**config.mk**
```make
export PLATFORM = sky130hd
export DESIGN_NAME = uart_rx_param
export DESIGN_NICKNAME = d
export VERILOG_FILES = /design/src/rtl/uart_pkg.sv /design/src/rtl/uart_bit_sampler.sv /design/src/rtl/uart_rx_param.sv
export SDC_FILE = /design/constraint.sdc
export NUM_CORES = 1
export LEC_CHECK = 0
export ABC_AREA = 1
export ABC_CLOCK_PERIOD_IN_PS = 3430
export BUFFER_PORTS_ARGS = -buffer_cell sky130_fd_sc_hd__buf_4
export CAP_MARGIN = 40
export CORE_ASPECT_RATIO = 1.75
export CORE_MARGIN = 4
export CORE_UTILIZATION = 55
export CTS_CLUSTER_SIZE = 25
export DETAILED_ROUTE_END_ITERATION = 10
export GPL_TIMING_DRIVEN = 0
export PLACE_DENSITY = 0.83
export SETUP_SLACK_MARGIN = 0.05
export SLEW_MARGIN = 15
export SYNTH_ARGS = -nofsm -noshare
export SYNTH_HDL_FRONTEND = slang
export SYNTH_SLANG_ARGS = --single-unit
```
**constraint.sdc**
```tcl
create_clock -name i_clk -period 3.43 [get_ports i_clk]
set_input_delay 0.686 -clock i_clk [delete_from_list [all_inputs] [get_ports i_clk]]
set_output_delay 0.686 -clock i_clk [all_outputs]
set_load 0.01 [all_outputs]
```
**src/rtl/uart_pkg.sv**
```systemverilog
`timescale 1ns/1ps
// uart_pkg: encodings shared by the UART receive and (future) transmit blocks.
package uart_pkg;

    // Parity mode encodings for the PARITY parameter
    localparam int PARITY_NONE = 0;
    localparam int PARITY_ODD  = 1;
    localparam int PARITY_EVEN = 2;

    // Frame state machine encodings
    typedef enum logic [2:0] {
        ST_IDLE   = 3'd0,
        ST_START  = 3'd1,
        ST_DATA   = 3'd2,
        ST_PARITY = 3'd3,
        ST_STOP   = 3'd4
    } uart_state_t;

    // Majority vote of three line samples
    function automatic logic maj3(input logic a, input logic b, input logic c);
        return (a & b) | (a & c) | (b & c);
    endfunction

endpackage

```
**src/rtl/uart_bit_sampler.sv**
```systemverilog
`timescale 1ns/1ps
// uart_bit_sampler: line synchronizer, bit-period counter and 3-sample
// majority vote around the middle of each bit period.
module uart_bit_sampler
    import uart_pkg::*;
#(
    parameter int SAMPLE = 104
) (
    input  logic clk,
    input  logic rst,
    input  logic rx,
    input  logic restart,
    output logic rxs,
    output logic bit_end,
    output logic bit_strobe,
    output logic bit_value
);

    localparam int            CW       = $clog2(SAMPLE);
    localparam logic [CW-1:0] CNT_LAST = CW'(SAMPLE - 1);
    localparam logic [CW-1:0] CNT_S0   = CW'(SAMPLE / 2 - 1);
    localparam logic [CW-1:0] CNT_S1   = CW'(SAMPLE / 2);
    localparam logic [CW-1:0] CNT_S2   = CW'(SAMPLE / 2 + 1);

    logic [1:0]    sync;
    logic [CW-1:0] cnt;
    logic          s0;
    logic          s1;

    // Two-flop synchronizer; resets to the idle-high line level
    always_ff @(posedge clk or posedge rst) begin
        if (rst) sync <= 2'b11;
        else     sync <= {sync[0], rx};
    end

    assign rxs = sync[1];

    // Bit-period counter 0..SAMPLE-1, realigned to a start edge by restart
    always_ff @(posedge clk or posedge rst) begin
        if (rst)                           cnt <= '0;
        else if (restart || cnt == CNT_LAST) cnt <= '0;
        else                               cnt <= cnt + CW'(1);
    end

    // Hold the first two mid-bit samples; the third is taken live at the strobe
    always_ff @(posedge clk) begin
        if (cnt == CNT_S0) s0 <= rxs;
        if (cnt == CNT_S1) s1 <= rxs;
    end

    assign bit_strobe = (cnt == CNT_S2);
    assign bit_value  = maj3(s0, s1, rxs);
    assign bit_end    = (cnt == CNT_LAST);

endmodule

```
**src/rtl/uart_rx_param.sv**
```systemverilog
`timescale 1ns/1ps
// uart_rx_param: parameterised UART receiver with a one-deep holding
// register, parity/frame error flags, break detection and overrun pulse.
module uart_rx_param
    import uart_pkg::*;
#(
    parameter int SAMPLE    = 104,
    parameter int DATA_BITS = 8,
    parameter int PARITY    = 0,
    parameter int STOP_BITS = 1
) (
    input  logic                 i_clk,
    input  logic                 i_rst,
    input  logic                 i_rx,
    input  logic                 i_ready,
    output logic [DATA_BITS-1:0] o_data,
    output logic                 o_valid,
    output logic                 o_parity_err,
    output logic                 o_frame_err,
    output logic                 o_break,
    output logic                 o_overrun
);

    localparam int            CW        = $clog2(SAMPLE);
    localparam logic [CW-1:0] HI_LAST   = CW'(SAMPLE - 1);
    localparam logic [3:0]    DATA_LAST = 4'(DATA_BITS - 1);
    localparam logic          STOP_LAST = 1'(STOP_BITS - 1);

    uart_state_t          state;
    uart_state_t          state_nx;
    logic                 rxs;
    logic                 bit_end;
    logic                 bit_strobe;
    logic                 bit_value;
    logic                 restart;
    logic [3:0]           bit_idx;
    logic                 stop_idx;
    logic [DATA_BITS-1:0] shreg;
    logic                 par_bit;
    logic                 ferr_acc;
    logic                 brk_wait;
    logic [CW-1:0]        hi_cnt;
    logic                 frame_done;
    logic                 brk_det;
    logic                 is_break_bits;
    logic                 ferr_calc;

    // Odd parity wants an odd total of ones (data plus parity bit), even wants even
    function automatic logic parity_error(input logic [DATA_BITS-1:0] d, input logic p);
        if (PARITY == PARITY_ODD)       return ~(^d ^ p);
        else if (PARITY == PARITY_EVEN) return ^d ^ p;
        else                            return 1'b0;
    endfunction

    uart_bit_sampler #(
        .SAMPLE(SAMPLE)
    ) u_sampler (
        .clk       (i_clk),
        .rst       (i_rst),
        .rx        (i_rx),
        .restart   (restart),
        .rxs       (rxs),
        .bit_end   (bit_end),
        .bit_strobe(bit_strobe),
        .bit_value (bit_value)
    );

    // A break is an all-zero frame up to and including the first stop bit
    assign is_break_bits = (shreg == '0) && ((PARITY == PARITY_NONE) || !par_bit) && !bit_value;
    assign ferr_calc     = ferr_acc | ~bit_value;

    // State register
    always_ff @(posedge i_clk or posedge i_rst) begin
        if (i_rst) state <= ST_IDLE;
        else       state <= state_nx;
    end

    // Next-state and per-cycle control decisions
    always_comb begin
        state_nx   = state;
        restart    = 1'b0;
        frame_done = 1'b0;
        brk_det    = 1'b0;
        unique case (state)
            ST_IDLE: begin
                if (!brk_wait && !rxs) begin
                    restart  = 1'b1;
                    state_nx = ST_START;
                end
            end
            ST_START: begin
                if (bit_strobe && bit_value) state_nx = ST_IDLE;
                else if (bit_end)            state_nx = ST_DATA;
            end
            ST_DATA: begin
                if (bit_strobe && bit_idx == DATA_LAST)
                    state_nx = (PARITY != PARITY_NONE) ? ST_PARITY : ST_STOP;
            end
            ST_PARITY: begin
                if (bit_strobe) state_nx = ST_STOP;
            end
            ST_STOP: begin
                if (bit_strobe) begin
                    if (!stop_idx && is_break_bits) begin
                        brk_det  = 1'b1;
                        state_nx = ST_IDLE;
                    end else if (stop_idx == STOP_LAST) begin
                        frame_done = 1'b1;
                        state_nx   = ST_IDLE;
                    end
                end
            end
            default: state_nx = ST_IDLE;
        endcase
    end

    // Data-bit and stop-bit position counters, cleared outside their states
    always_ff @(posedge i_clk or posedge i_rst) begin
        if (i_rst) begin
            bit_idx  <= '0;
            stop_idx <= 1'b0;
        end else begin
            if (state != ST_DATA) bit_idx <= '0;
            else if (bit_strobe)  bit_idx <= bit_idx + 4'd1;
            if (state != ST_STOP) stop_idx <= 1'b0;
            else if (bit_strobe)  stop_idx <= 1'b1;
        end
    end

    // After a break, hold off new starts until the line has been high a full bit
    always_ff @(posedge i_clk or posedge i_rst) begin
        if (i_rst) begin
            brk_wait <= 1'b0;
            hi_cnt   <= '0;
        end else begin
            if (!rxs)                   hi_cnt <= '0;
            else if (hi_cnt != HI_LAST) hi_cnt <= hi_cnt + CW'(1);
            if (brk_det)                         brk_wait <= 1'b1;
            else if (rxs && hi_cnt == HI_LAST)   brk_wait <= 1'b0;
        end
    end

    // Shift data LSB first, capture the parity bit, accumulate stop-bit errors
    always_ff @(posedge i_clk) begin
        if (state == ST_DATA && bit_strobe)   shreg   <= {bit_value, shreg[DATA_BITS-1:1]};
        if (state == ST_PARITY && bit_strobe) par_bit <= bit_value;
        if (state != ST_STOP)                 ferr_acc <= 1'b0;
        else if (bit_strobe)                  ferr_acc <= ferr_acc | ~bit_value;
    end

    // Holding register: a new frame loads when the slot is free or being drained
    always_ff @(posedge i_clk or posedge i_rst) begin
        if (i_rst) begin
            o_data       <= '0;
            o_valid      <= 1'b0;
            o_parity_err <= 1'b0;
            o_frame_err  <= 1'b0;
            o_break      <= 1'b0;
            o_overrun    <= 1'b0;
        end else begin
            o_break   <= brk_det;
            o_overrun <= frame_done && o_valid && !i_ready;
            if (frame_done && (!o_valid || i_ready)) begin
                o_data       <= shreg;
                o_parity_err <= parity_error(shreg, par_bit);
                o_frame_err  <= ferr_calc;
                o_valid      <= 1'b1;
            end else if (o_valid && i_ready) begin
                o_valid <= 1'b0;
            end
        end
    end

endmodule

```
* After elaboration in Yosys (flattened, before gate mapping) *
Cells that the tools add are included.

storage, ports and cells
  bits of input ports = 4
  register bits after elaboration = 48
  word-level logic and storage cells = 101
  output and inout bits = 13

cells by class
  reduce and logical (&&, ||, !) cells = 26
  bitwise operators = 7
  add/sub/neg operators = 3
  multiplexer cells = 29
  equality and inequality tests = 20

operators with widths
  kind                                           count
  two-way mux 3 bit                              8
  == test 7 x 6 -> 1 bit, second input constant  3
  two-way mux 7 bit                              3
  two-way mux 1 bit                              15
  one-hot mux 3 bit (5 select lines)             1
  adder 7 x 1 -> 7 bit, second input constant    2
  == test 7 bit, second input constant           2
  logical AND 1 bit                              11
  != test 2 bit, second input constant           5
  != test 3 bit, second input constant           3
  logical NOT 8 bit                              1
  two-way mux 4 bit                              2
  nonzero test 2 bit                             4
  != test 7 bit, second input constant           1
  == test 3 x 2 -> 1 bit, second input constant  2
  logical NOT 1 bit                              6
  AND reduction 6 bit                            1
  adder 4 x 1 -> 4 bit, second input constant    1
  == test 4 x 3 -> 1 bit, second input constant  1
  AND 1 bit                                      3
  == test 3 x 1 -> 1 bit, second input constant  1
  == test 3 bit, second input constant           1
  logical NOT 3 bit                              1
  != test 3 x 2 -> 1 bit, second input constant  1
  3 further kinds                                6

* Depth between registers and ports, before layout *
Gate-level depths: netlist of the first run.

  depth after elaboration = 11
  depth in mapped cells = 11
  gate-level depth less buffers = 11

* Hierarchy *
A second synthesis of the first run with hierarchy kept.

unflattened totals
  cell total of the unflattened synthesis = 255
  area total of the unflattened synthesis = 2285.9 sq um

by module, submodules not included
  module            cells an instance  times used  seq. area each (sq um)  area each (sq um)
  uart_rx_param     191                1           960.9                   1697.9
  uart_bit_sampler  64                 1           287.8                   588.1

* Least setup slack after synthesis of the first run *
Ideal clock, no wire load.

  path kind = reg2reg
  start = register u_sampler.cnt[1]
  end = register shreg[0], enable pin
  required time = 3055 ps
  path buffers = 0
  setup time = 375 ps
  stages on the path, launching flop included = 7
  period minus slack after synthesis = 1669 ps
  setup slack = 1761 ps
  arrival time = 1294 ps
  cell sequence = dfrtp_1 -> inv_1 -> ha_1 -> inv_1 -> nor2_2 -> nand2_4 -> nor2_1

on the way
  word-level cells in the longest chain between the ends = 2

RTL lines
  item                    line                    source
  start, declared         uart_bit_sampler.sv:26  logic [CW-1:0] cnt;
  start signal, assigned  uart_bit_sampler.sv:42  else cnt <= cnt + CW'(1);
  == test 7 x 6 -> 1 bit  uart_bit_sampler.sv:51  assign bit_strobe = (cnt == CNT_S2);
  logical AND 1 bit       uart_rx_param.sv:145    if (state == ST_DATA && bit_strobe) shreg <= {bit_value, shreg[DATA_BITS-1:1]};
  end signal, assigned    uart_rx_param.sv:145
  end, declared           uart_rx_param.sv:38     logic [DATA_BITS-1:0] shreg;

Every way passes these cells.
A chain may end at the register's enable or synchronous reset.

* Final worst setup path of the first run *
  start = register state[2]
  end = register shreg[2], enable pin

on the way
  word-level cells in the longest chain between the ends = 2

RTL lines
  item                    line                  source
  start, declared         uart_rx_param.sv:29   uart_state_t state;
  start signal, assigned  uart_rx_param.sv:75   else state <= state_nx;
  == test 3 x 2 -> 1 bit  uart_rx_param.sv:145
  logical AND 1 bit       uart_rx_param.sv:145

Every way passes these cells.

==> results.sh, run 1 <==
export IMPL_p_leak_nw=1.16
export IMPL_powerDensity_nw_per_um2=407
export IMPL_holdBufCountCts=0
export IMPL_htree_levels=2
export IMPL_min_path_type="reg -> reg"
export IMPL_final_hold_viol_count=0
export IMPL_initial_utilization_pct=56.7
export IMPL_synth_async_reset_ratio_pct=77.1
export IMPL_num_vias=1582
export IMPL_cts_buffer_depth=2
export IMPL_dp_hpwl_um=2670
export IMPL_synth_most_common_cell="nand2_1"
export IMPL_vias_per_cell=5.26
export IMPL_status="complete, no violations"
export IMPL_port_buffers=15
export IMPL_stdcell_area_um2=2480
export IMPL_pin_count=17
export IMPL_cts_tree="yes"
export IMPL_total_power_mw=1.01
export IMPL_finalCritPeriodShare_pct=57.2
export IMPL_fmax_mhz=510
export IMPL_worst_pin_slew_ns=0.761
export IMPL_dpl_cell_count=293
export IMPL_netlist_area_um2=2190
export IMPL_tns_ns=0
export IMPL_syn_to_final_growth_pct=12.9
export IMPL_syn_nets=239
export IMPL_wl_um=3660
export IMPL_synth_edff_count=10
export IMPL_cp_arrival_ns=1.89
export IMPL_diodes=0
export IMPL_syn_inst=230
export IMPL_cp_slowest_stage_delay_ns=0.60
export IMPL_cts_root_buf="clkbuf_8"
export IMPL_path_class="reg -> reg"
export IMPL_ys_seq_area_share_pct=56.9
export IMPL_maxSlewViolCount=0
export IMPL_drc=0
export IMPL_yosys_top_cells_area="dfrtp_1, edfxtp_1, nand2_1, inv_1, nor2_1"
export IMPL_drive_above_1_share_pct=20.2
export IMPL_synth_top_area_share_pct=39.9
export IMPL_setup_violations=0
export IMPL_fin_nets=261
export IMPL_postCtsSetupBuffers=0
export IMPL_peakVddDrop_uv=366
export IMPL_wl_per_cell_um=12.2
export IMPL_synth_seq_cells=48
export IMPL_overflow=0
export IMPL_ant_nets=0
export IMPL_finish_utilization_pct=64.1
export IMPL_critPathRequiredTime_ns=3.36
export IMPL_cp_max_fo=10
export IMPL_fin_crit_ns=1.96
export IMPL_slew_headroom_pct=49.2
export IMPL_grt_max_degree=38
export IMPL_start_kind="register"
export IMPL_cpMaxStageDelayCell="nor2_1"
export IMPL_path_cells="inv_1 > nand2_1 > nor2_1 > inv_1 > nor2_1"
export IMPL_final_setup_skew_ns=0.00645
export IMPL_insertion_delay_ns=0.30
export IMPL_core_um2=3870
export IMPL_syn_avg_cell_area_um2=9.54
export IMPL_place_gp_congestion=0.842
export IMPL_grt_first_pass_wirelength_um=6540
export IMPL_yosys_area_top_type="dfrtp_1"
export IMPL_yosysUniqueCellTypes=30
export IMPL_cts_resized=0
export IMPL_row_count=30
export IMPL_chipWidth_um=55.7
export IMPL_cts_sinks=48
export IMPL_antenna_found_initial=0
export IMPL_yosys_warnings=0
export IMPL_clkTransAtPathRegs_ns=0.08
export IMPL_die_area_um2=5100
export IMPL_critPathCaptureType="register"
export IMPL_drt_iter0_markers=45
export IMPL_die_y_um=91.5
export IMPL_rsz0062_at_grt="no"
export IMPL_dpl_cell_area_um2=2370
export IMPL_numCtsBuffers=5
export IMPL_yosys_most_used_dff="dfrtp_1"
export IMPL_synthTopCellsByCount="nand2_1, dfrtp_1, inv_1, nor2_1, nand3_1"
export IMPL_grtUsageTotal_pct=16.4
export IMPL_firstDrtPassIters=4
export IMPL_drv_cap=0
export IMPL_final_cells=301
export IMPL_grt_pass1_vias=1556
[path summary, 6_finish.rpt]
check                      slack [ns]  depth (start not counted)                     endpoint                        start
setup / recovery                 1.47                          5           shreg[2]$_DFFE_PP_         state[2]$_DFFE_PP0P_
hold / removal                   0.36                          0  u_sampler.sync[1]$_DFF_PP1_  u_sampler.sync[0]$_DFF_PP1_
setup reg to reg                 1.47                          5           shreg[2]$_DFFE_PP_         state[2]$_DFFE_PP0P_
hold reg to reg                  0.36                          0  u_sampler.sync[1]$_DFF_PP1_  u_sampler.sync[0]$_DFF_PP1_
max in group asynchronous        2.43                          2       bit_idx[3]$_DFFE_PP0P_                        i_rst
min in group asynchronous        0.52                          2        hi_cnt[3]$_DFFE_PP0N_                        i_rst
[cell families (layout without fill, tap and decap cells)]
logic type / after synthesis / in the layout / synth area share (%)
adder cells (fa/ha/maj): 5 / 5 / 2.85
flip-flops: 48 / 48 / 56.9
XOR/XNOR: 3 / 3 / 1.20
AO/OA/AOI/OAI: 28 / 28 / 8.56
buffers and inverters: 36 / 59 / 6.67
other: 1 / 1 / 0.171
AND/OR/NAND/NOR: 109 / 109 / 23.6
[layout by cell type (no fill, tap or decap), types with 2 or more instances in the layout]
cell      count
dfrtp_1      35
inv_2         5
o21ai_2       9
edfxtp_1     10
a21oi_1       6
nand3_1      11
nand2_1      45
nand4_1       8
ha_1          5
nand2_2       3
xor2_1        3
nor3_4        2
buf_4        16
nor3_1        4
clkbuf_8      5
inv_1        29
o21ai_0      10
dfstp_2       2
nor2_1       30
[sequential cells by signal, summed over array words and instances, names as in the netlist, 2 cells and up]
register	cells
shreg	8
bit_idx	4
hi_cnt	7
u_sampler.sync	2
u_sampler.cnt	7
o_data	8
state	3
[per-stage QoR]
stage / worst slack, ns / hold slack, ns
after floorplan: 1.76 / 0.345
after global placement: 1.41 / 0.346
after detailed placement: 1.46 / 0.347
after CTS: 1.43 / 0.360
after global routing: 1.27 / 0.370
final: 1.47 / 0.358
[worst max-delay path, delay by kind of cell (launching register included)]
kind	cells	cell delay (ns)
buffers and inverters	2	0.23
and+or+nand+nor	3	0.95
DFF	1	0.43
[report_power, final]
group	switching (mW)	internal, mW	total (mW)
combinational	0.0140	0.00629	0.0203
sequential	0.00525	0.585	0.590
clock	0.183	0.216	0.399
[layout make-up]
cell class / instances / area, um2
Inverter: 34 / 128
Sequential cell: 48 / 1250
Multi-Input combinational cell: 146 / 798
Clock buffer: 5 / 68.8
Buffer: 2 / 18.8
Timing Repair Buffer: 15 / 113
Clock inverter: 3 / 42.5
Tap cell: 48 / 60.1
Fill cell: 313 / 1390
[layer usage]
metal	track usage, %	wire length, um
met1	16.7	1390
met2	29.6	1990
met3	3.70	149
met4	9.74	121
met5	0	0
(Power assumes the default switching activity.)
==> inputs of run 2 (changes only) <==
Settings changed: ABC_CLOCK_PERIOD_IN_PS 3430 to 1600, CORE_UTILIZATION 55 to 53, PLACE_DENSITY 0.83 to 0.84.
Clock period 3.43 ns to 1.6 ns, I/O delays scaled along.
==> run 2 against run 1 <==
  * Via count grew 3.5%
  * Combinational power is 130% higher
  * Clock power increased by 81%
  * Wire length increased by 14%
  * Sequential cell count stayed put
  * Sequential share of layout area decreased by 3.1 points
  * Critical endpoint is now o_data[3]$_DFFE_PP0P_
  * Largest power group unchanged
  * Highest routed layer unchanged
==> results.sh, run 2 (synthesized netlist as in run 1, its figures left out) <==
export IMPL_slew_headroom_pct=49.3
export IMPL_critPathRequiredTime_ns=1.79
export IMPL_ant_nets=0
export IMPL_swShare_pct=22.7
export IMPL_cts_buffer_depth=2
export IMPL_final_cells=313
export IMPL_overflow=0
export IMPL_final_cell_mix="nand2_1, dfrtp_1, nor2_1, buf_4, inv_1"
export IMPL_fin_crit_ns=1.57
export IMPL_numCtsBuffers=5
export IMPL_vias_per_cell=5.23
export IMPL_fin_nets=273
export IMPL_worst_pin_slew_ns=0.760
export IMPL_initial_utilization_pct=55.7
export IMPL_grt_pass1_vias=1589
export IMPL_cp_arrival_ns=1.77
export IMPL_grtUsageTotal_pct=16.6
export IMPL_rsz0062_at_grt="yes"
export IMPL_grt_max_degree=38
export IMPL_cts_root_buf="clkbuf_8"
export IMPL_port_buffers=15
export IMPL_diodes=0
export IMPL_htree_levels=2
export IMPL_antenna_found_initial=0
export IMPL_num_vias=1637
export IMPL_tns_ns=0
export IMPL_drt_iter0_markers=24
export IMPL_final_hold_viol_count=0
export IMPL_setup_violations=0
export IMPL_grt_first_pass_wirelength_um=6820
export IMPL_p_leak_nw=1.22
export IMPL_start_kind="register"
export IMPL_wl_um=4190
export IMPL_path_class="reg -> reg"
export IMPL_holdBufCountCts=0
export IMPL_critPathCaptureType="register"
export IMPL_drc=0
export IMPL_core_um2=3940
export IMPL_layout_commonest_cell="nand2_1"
export IMPL_drive_above_1_share_pct=30.6
export IMPL_maxSlewViolCount=0
export IMPL_chipWidth_um=56.6
export IMPL_wl_per_cell_um=13.4
export IMPL_status="complete, no violations"
export IMPL_power_switching_mw=0.461
export IMPL_cts_tree="yes"
export IMPL_fmax_mhz=636
export IMPL_clkTransAtPathRegs_ns=0.09
export IMPL_finish_utilization_pct=67.1
export IMPL_p_seq_share_pct=62.1
export IMPL_syn_to_final_growth_pct=20.5
export IMPL_drv_cap=0
export IMPL_firstDrtPassIters=4
export IMPL_dp_hpwl_um=2750
export IMPL_row_count=30
export IMPL_total_power_mw=2.03
export IMPL_die_y_um=93.1
export IMPL_finalCritPeriodShare_pct=98.3
export IMPL_internal_power_mw=1.57
export IMPL_final_setup_skew_ns=0.00865
export IMPL_cts_sinks=48
export IMPL_top_regs="o_data x8, shreg x8"
export IMPL_powerDensity_nw_per_um2=769
export IMPL_clockPowerShare_pct=35.5
export IMPL_cp_max_fo=7
export IMPL_insertion_delay_ns=0.31
export IMPL_pin_count=17
export IMPL_peakVddDrop_uv=551
export IMPL_place_gp_congestion=0.808
export IMPL_dpl_cell_count=293
export IMPL_combPwrFrac_pct=2.3
export IMPL_die_area_um2=5270
export IMPL_min_path_type="in -> reg"
run 2: cell count changes in the layout (fill, tap and decap cells not counted), moves of 2 or more:
cell | previous run | this run
dfrtp_1 | 35 | 33
buf_4 | 16 | 26
nand2_4 | 1 | 5
nand2_2 | 3 | 7
nand2_1 | 45 | 37
dfrtp_2 | 0 | 2
inv_2 | 5 | 9
nor2_1 | 30 | 26
nor2_4 | 1 | 5
inv_1 | 29 | 25
run 2: final timing paths:
kind | slack, ns | endpoint | startpoint | cells past startpoint
min | 0.11 | u_sampler.sync[0]$_DFF_PP1_ | i_rx | 1
max reg2reg | 0.03 | o_data[3]$_DFFE_PP0P_ | u_sampler.cnt[1]$_DFF_PP0_ | 10
max | 0.03 | o_data[3]$_DFFE_PP0P_ | u_sampler.cnt[1]$_DFF_PP0_ | 10
min reg2reg | 0.37 | u_sampler.sync[1]$_DFF_PP1_ | u_sampler.sync[0]$_DFF_PP1_ | 0
max in group asynchronous | 0.92 | state[0]$_DFFE_PP0P_ | i_rst | 2
min in group asynchronous | 0.15 | hi_cnt[5]$_DFFE_PP0N_ | i_rst | 2
run 2: worst max-delay path, cell delays in order, from the launching register on:
cell and delay (ns):
dfrtp_1 0.41, inv_2 0.08, ha_4 0.13, inv_2 0.04
nor2_4 0.10, nand2_4 0.09, nor3_4 0.20, nand3_4 0.13
buf_12 0.17, nand2_4 0.05, o21ai_2 0.05
run 2: power groups by stage:
stage	Combinational, mW	Clock (mW)	Sequential (mW)
global placement	0.0424	0	1.29
global route	0.0555	0.789	1.26
finish	0.0474	0.722	1.26
CTS	0.0489	0.737	1.26
detailed placement	0.0444	0	1.29
floorplan	0.0304	0	1.29
run 2: layer usage:
layer | global-route usage [%] | up-vias | part of all wire, %
met1 | 17.7 | 776 | 39
met4 | 9.11 | 0 | 2.8
met5 | 0 | - | 0
li1 | - | 812 | -
met2 | 30.5 | 41 | 55
met3 | 2.49 | 8 | 3.4
run 2: final cells by class:
class | count | area (um2)
multi-input cells | 147 | 887
clock buffers | 5 | 68.8
inverters | 34 | 128
fillers | 300 | 1300
flip-flops and latches | 48 | 1250
clock inverters | 3 | 18.8
plain buffers | 2 | 22.5
well taps | 48 | 60.1
repair buffers | 26 | 208
run 2: what timing repair did:
item | 4_1_cts | 5_1_grt
cloned | 1 | 0
setup endpoints to repair | 22 | 18
pin swaps | 5 | 5
buffers inserted | 6 | 5
gates resized for setup | 16 | 13
run 2: per-stage QoR:
step / hold slack, ns / setup slack [ns] / area, um2
after floorplan: 0.324 / 0.0492 / 2200
after global placement: 0.346 / -0.0760 / 2370
after detailed placement: 0.351 / -0.125 / 2370
after CTS: 0.104 / 0.0120 / 2570
after global routing: 0.104 / -0.0409 / 2640
final: 0.111 / 0.0277 / 2640
==> inputs of run 3 (changes only) <==
Settings changed: CORE_UTILIZATION 53 to 47, PLACE_DENSITY 0.84 to 0.76.
==> run 3 against run 2 <==
  * The flow now finishes with violations (setup timing)
  * Via count up 2.5%
  * Register-to-register slack worse by 0.11 ns
  * First-iteration DRC count increased to 3.2 times the previous value
  * Count of clock-buffer cells in the layout up 2
  * Power down 0.60%
  * Non-clock buffer count increased by 13
  * Cell count increased by 5.1%
  * Setup slack lost 0.11 ns
==> results.sh, run 3 (synthesized netlist as in run 1, its figures left out) <==
export IMPL_port_buffers=15
export IMPL_min_path_type="in -> reg"
export IMPL_final_cell_mix="buf_4, dfrtp_1, nand2_1, inv_1, nor2_1"
export IMPL_cp_arrival_ns=1.88
export IMPL_fmax_mhz=596
export IMPL_layout_commonest_cell="buf_4"
export IMPL_drc=0
export IMPL_critPathCaptureType="register"
export IMPL_overflow=0
export IMPL_row_count=32
export IMPL_cp_top_family="simple AND/OR/NAND/NOR gates"
export IMPL_chipWidth_um=59.6
export IMPL_grt_first_pass_wirelength_um=7160
export IMPL_fin_crit_ns=1.68
export IMPL_maxSlewViolCount=0
export IMPL_drive_above_1_share_pct=38.5
export IMPL_path_class="reg -> reg"
export IMPL_cts_sinks=48
export IMPL_cts_tree="yes"
export IMPL_syn_to_final_growth_pct=29.3
export IMPL_reg2reg_slack_ns=-0.08
export IMPL_total_power_mw=2.02
export IMPL_firstDrtPassIters=4
export IMPL_numCtsBuffers=5
export IMPL_vias_per_cell=5.10
export IMPL_grt_pass1_vias=1661
export IMPL_cpMaxStageDelayCell="dfrtp_1"
export IMPL_pin_count=17
export IMPL_final_setup_skew_ns=0.00682
export IMPL_fin_nets=286
export IMPL_setup_worst_path_start="u_sampler.cnt[1]$_DFF_PP0_"
export IMPL_critPathRequiredTime_ns=1.80
export IMPL_place_gp_congestion=0.810
export IMPL_ant_nets=0
export IMPL_fin_ws_ns=-0.0774
export IMPL_hold_worst_slack_ns=0.121
export IMPL_wl_um=4480
export IMPL_reg2reg_from="u_sampler.cnt[1]$_DFF_PP0_"
export IMPL_top_regs="o_data x8, shreg x8"
export IMPL_setup_violations=18
export IMPL_path_common_cell="inv_2"
export IMPL_diodes=0
export IMPL_path_cells="inv_2 > ha_4 > inv_2 > nor2_4 > nand2_4 > nor3_4 > nand3_4 > buf_6 > nand2_2 > o21ai_2"
export IMPL_wl_per_cell_um=13.6
export IMPL_rsz0062_at_grt="yes"
export IMPL_die_y_um=98.4
export IMPL_initial_utilization_pct=49.4
export IMPL_die_area_um2=5870
export IMPL_cp_num_buf_inv=3
export IMPL_antenna_found_initial=0
export IMPL_violations="setup timing"
export IMPL_cp_slowest_stage_delay_ns=0.42
export IMPL_num_vias=1678
export IMPL_grt_max_degree=38
export IMPL_finalCritPeriodShare_pct=105
export IMPL_dp_hpwl_um=2710
export IMPL_slew_headroom_pct=49.2
export IMPL_insertion_delay_ns=0.30
export IMPL_htree_levels=2
export IMPL_start_kind="register"
export IMPL_cts_buffer_depth=2
export IMPL_final_hold_viol_count=0
export IMPL_final_cells=329
export IMPL_cts_root_buf="clkbuf_8"
export IMPL_worst_pin_slew_ns=0.761
export IMPL_grtUsageTotal_pct=15.8
export IMPL_powerDensity_nw_per_um2=713
export IMPL_core_um2=4440
export IMPL_clkTransAtPathRegs_ns=0.09
export IMPL_status="complete, but fails checks"
export IMPL_drv_cap=0
export IMPL_peakVddDrop_uv=585
export IMPL_drt_iter0_markers=76
export IMPL_dpl_cell_count=296
export IMPL_dpl_worst_slack_ns=-0.161
export IMPL_p_leak_nw=1.29
export IMPL_hp_start="i_rx"
export IMPL_cp_max_fo=6
==> run 3: routing by layer <==
metal | share of wire (%) | routed length, um | global-route usage, %
met2 | 56 | 2490 | 28.9
met1 | 38 | 1710 | 16.5
met4 | 2.9 | 131 | 7.00
met5 | 0 | 0 | 0
met3 | 3.3 | 146 | 3.04
==> run 3: path summary, 6_finish.rpt <==
check,cells after the start,to
max,10,o_data[4]$_DFFE_PP0P_
min,1,u_sampler.sync[0]$_DFF_PP1_
max reg2reg,10,o_data[4]$_DFFE_PP0P_
min reg2reg,0,u_sampler.sync[1]$_DFF_PP1_
max in group asynchronous,2,state[1]$_DFFE_PP0P_
min in group asynchronous,2,hi_cnt[2]$_DFFE_PP0N_
==> run 3: through the flow <==
step                      TNS (ns)  cell area, um2  utilization, %
after floorplan                  0            2200               -
after global placement       -3.22            2370            53.4
after detailed placement     -1.91            2370            53.4
after CTS                   -0.109            2690            60.4
after global routing         -1.89            2840            63.8
final                       -0.603            2840            63.8
==> run 3: timing repair <==
action | in CTS | in global routing
hold buffers | 0 | 0
cloned | 2 | 0
setup buffers | 15 | 12
pin swaps | 7 | 17
gates resized for setup | 28 | 27
setup endpoints to repair | 22 | 31
==> run 3: layout make-up <==
type	count	area (um2)
Clock inverter	1	5.00
Tap cell	51	63.8
Timing Repair Buffer	39	335
Buffer	2	22.5
Multi-Input combinational cell	147	952
Fill cell	341	1610
Inverter	34	128
Clock buffer	7	76.3
Sequential cell	48	1250
==> run 3: where the power goes <==
| group | leakage, nW | switching [mW] | internal, mW |
|---|---|---|---|
| Sequential | 0.587 | 0.00902 | 1.25 |
| Combinational | 0.662 | 0.0322 | 0.0148 |
| Clock | 0.0422 | 0.403 | 0.308 |
| Total | 1.29 | 0.444 | 1.58 |
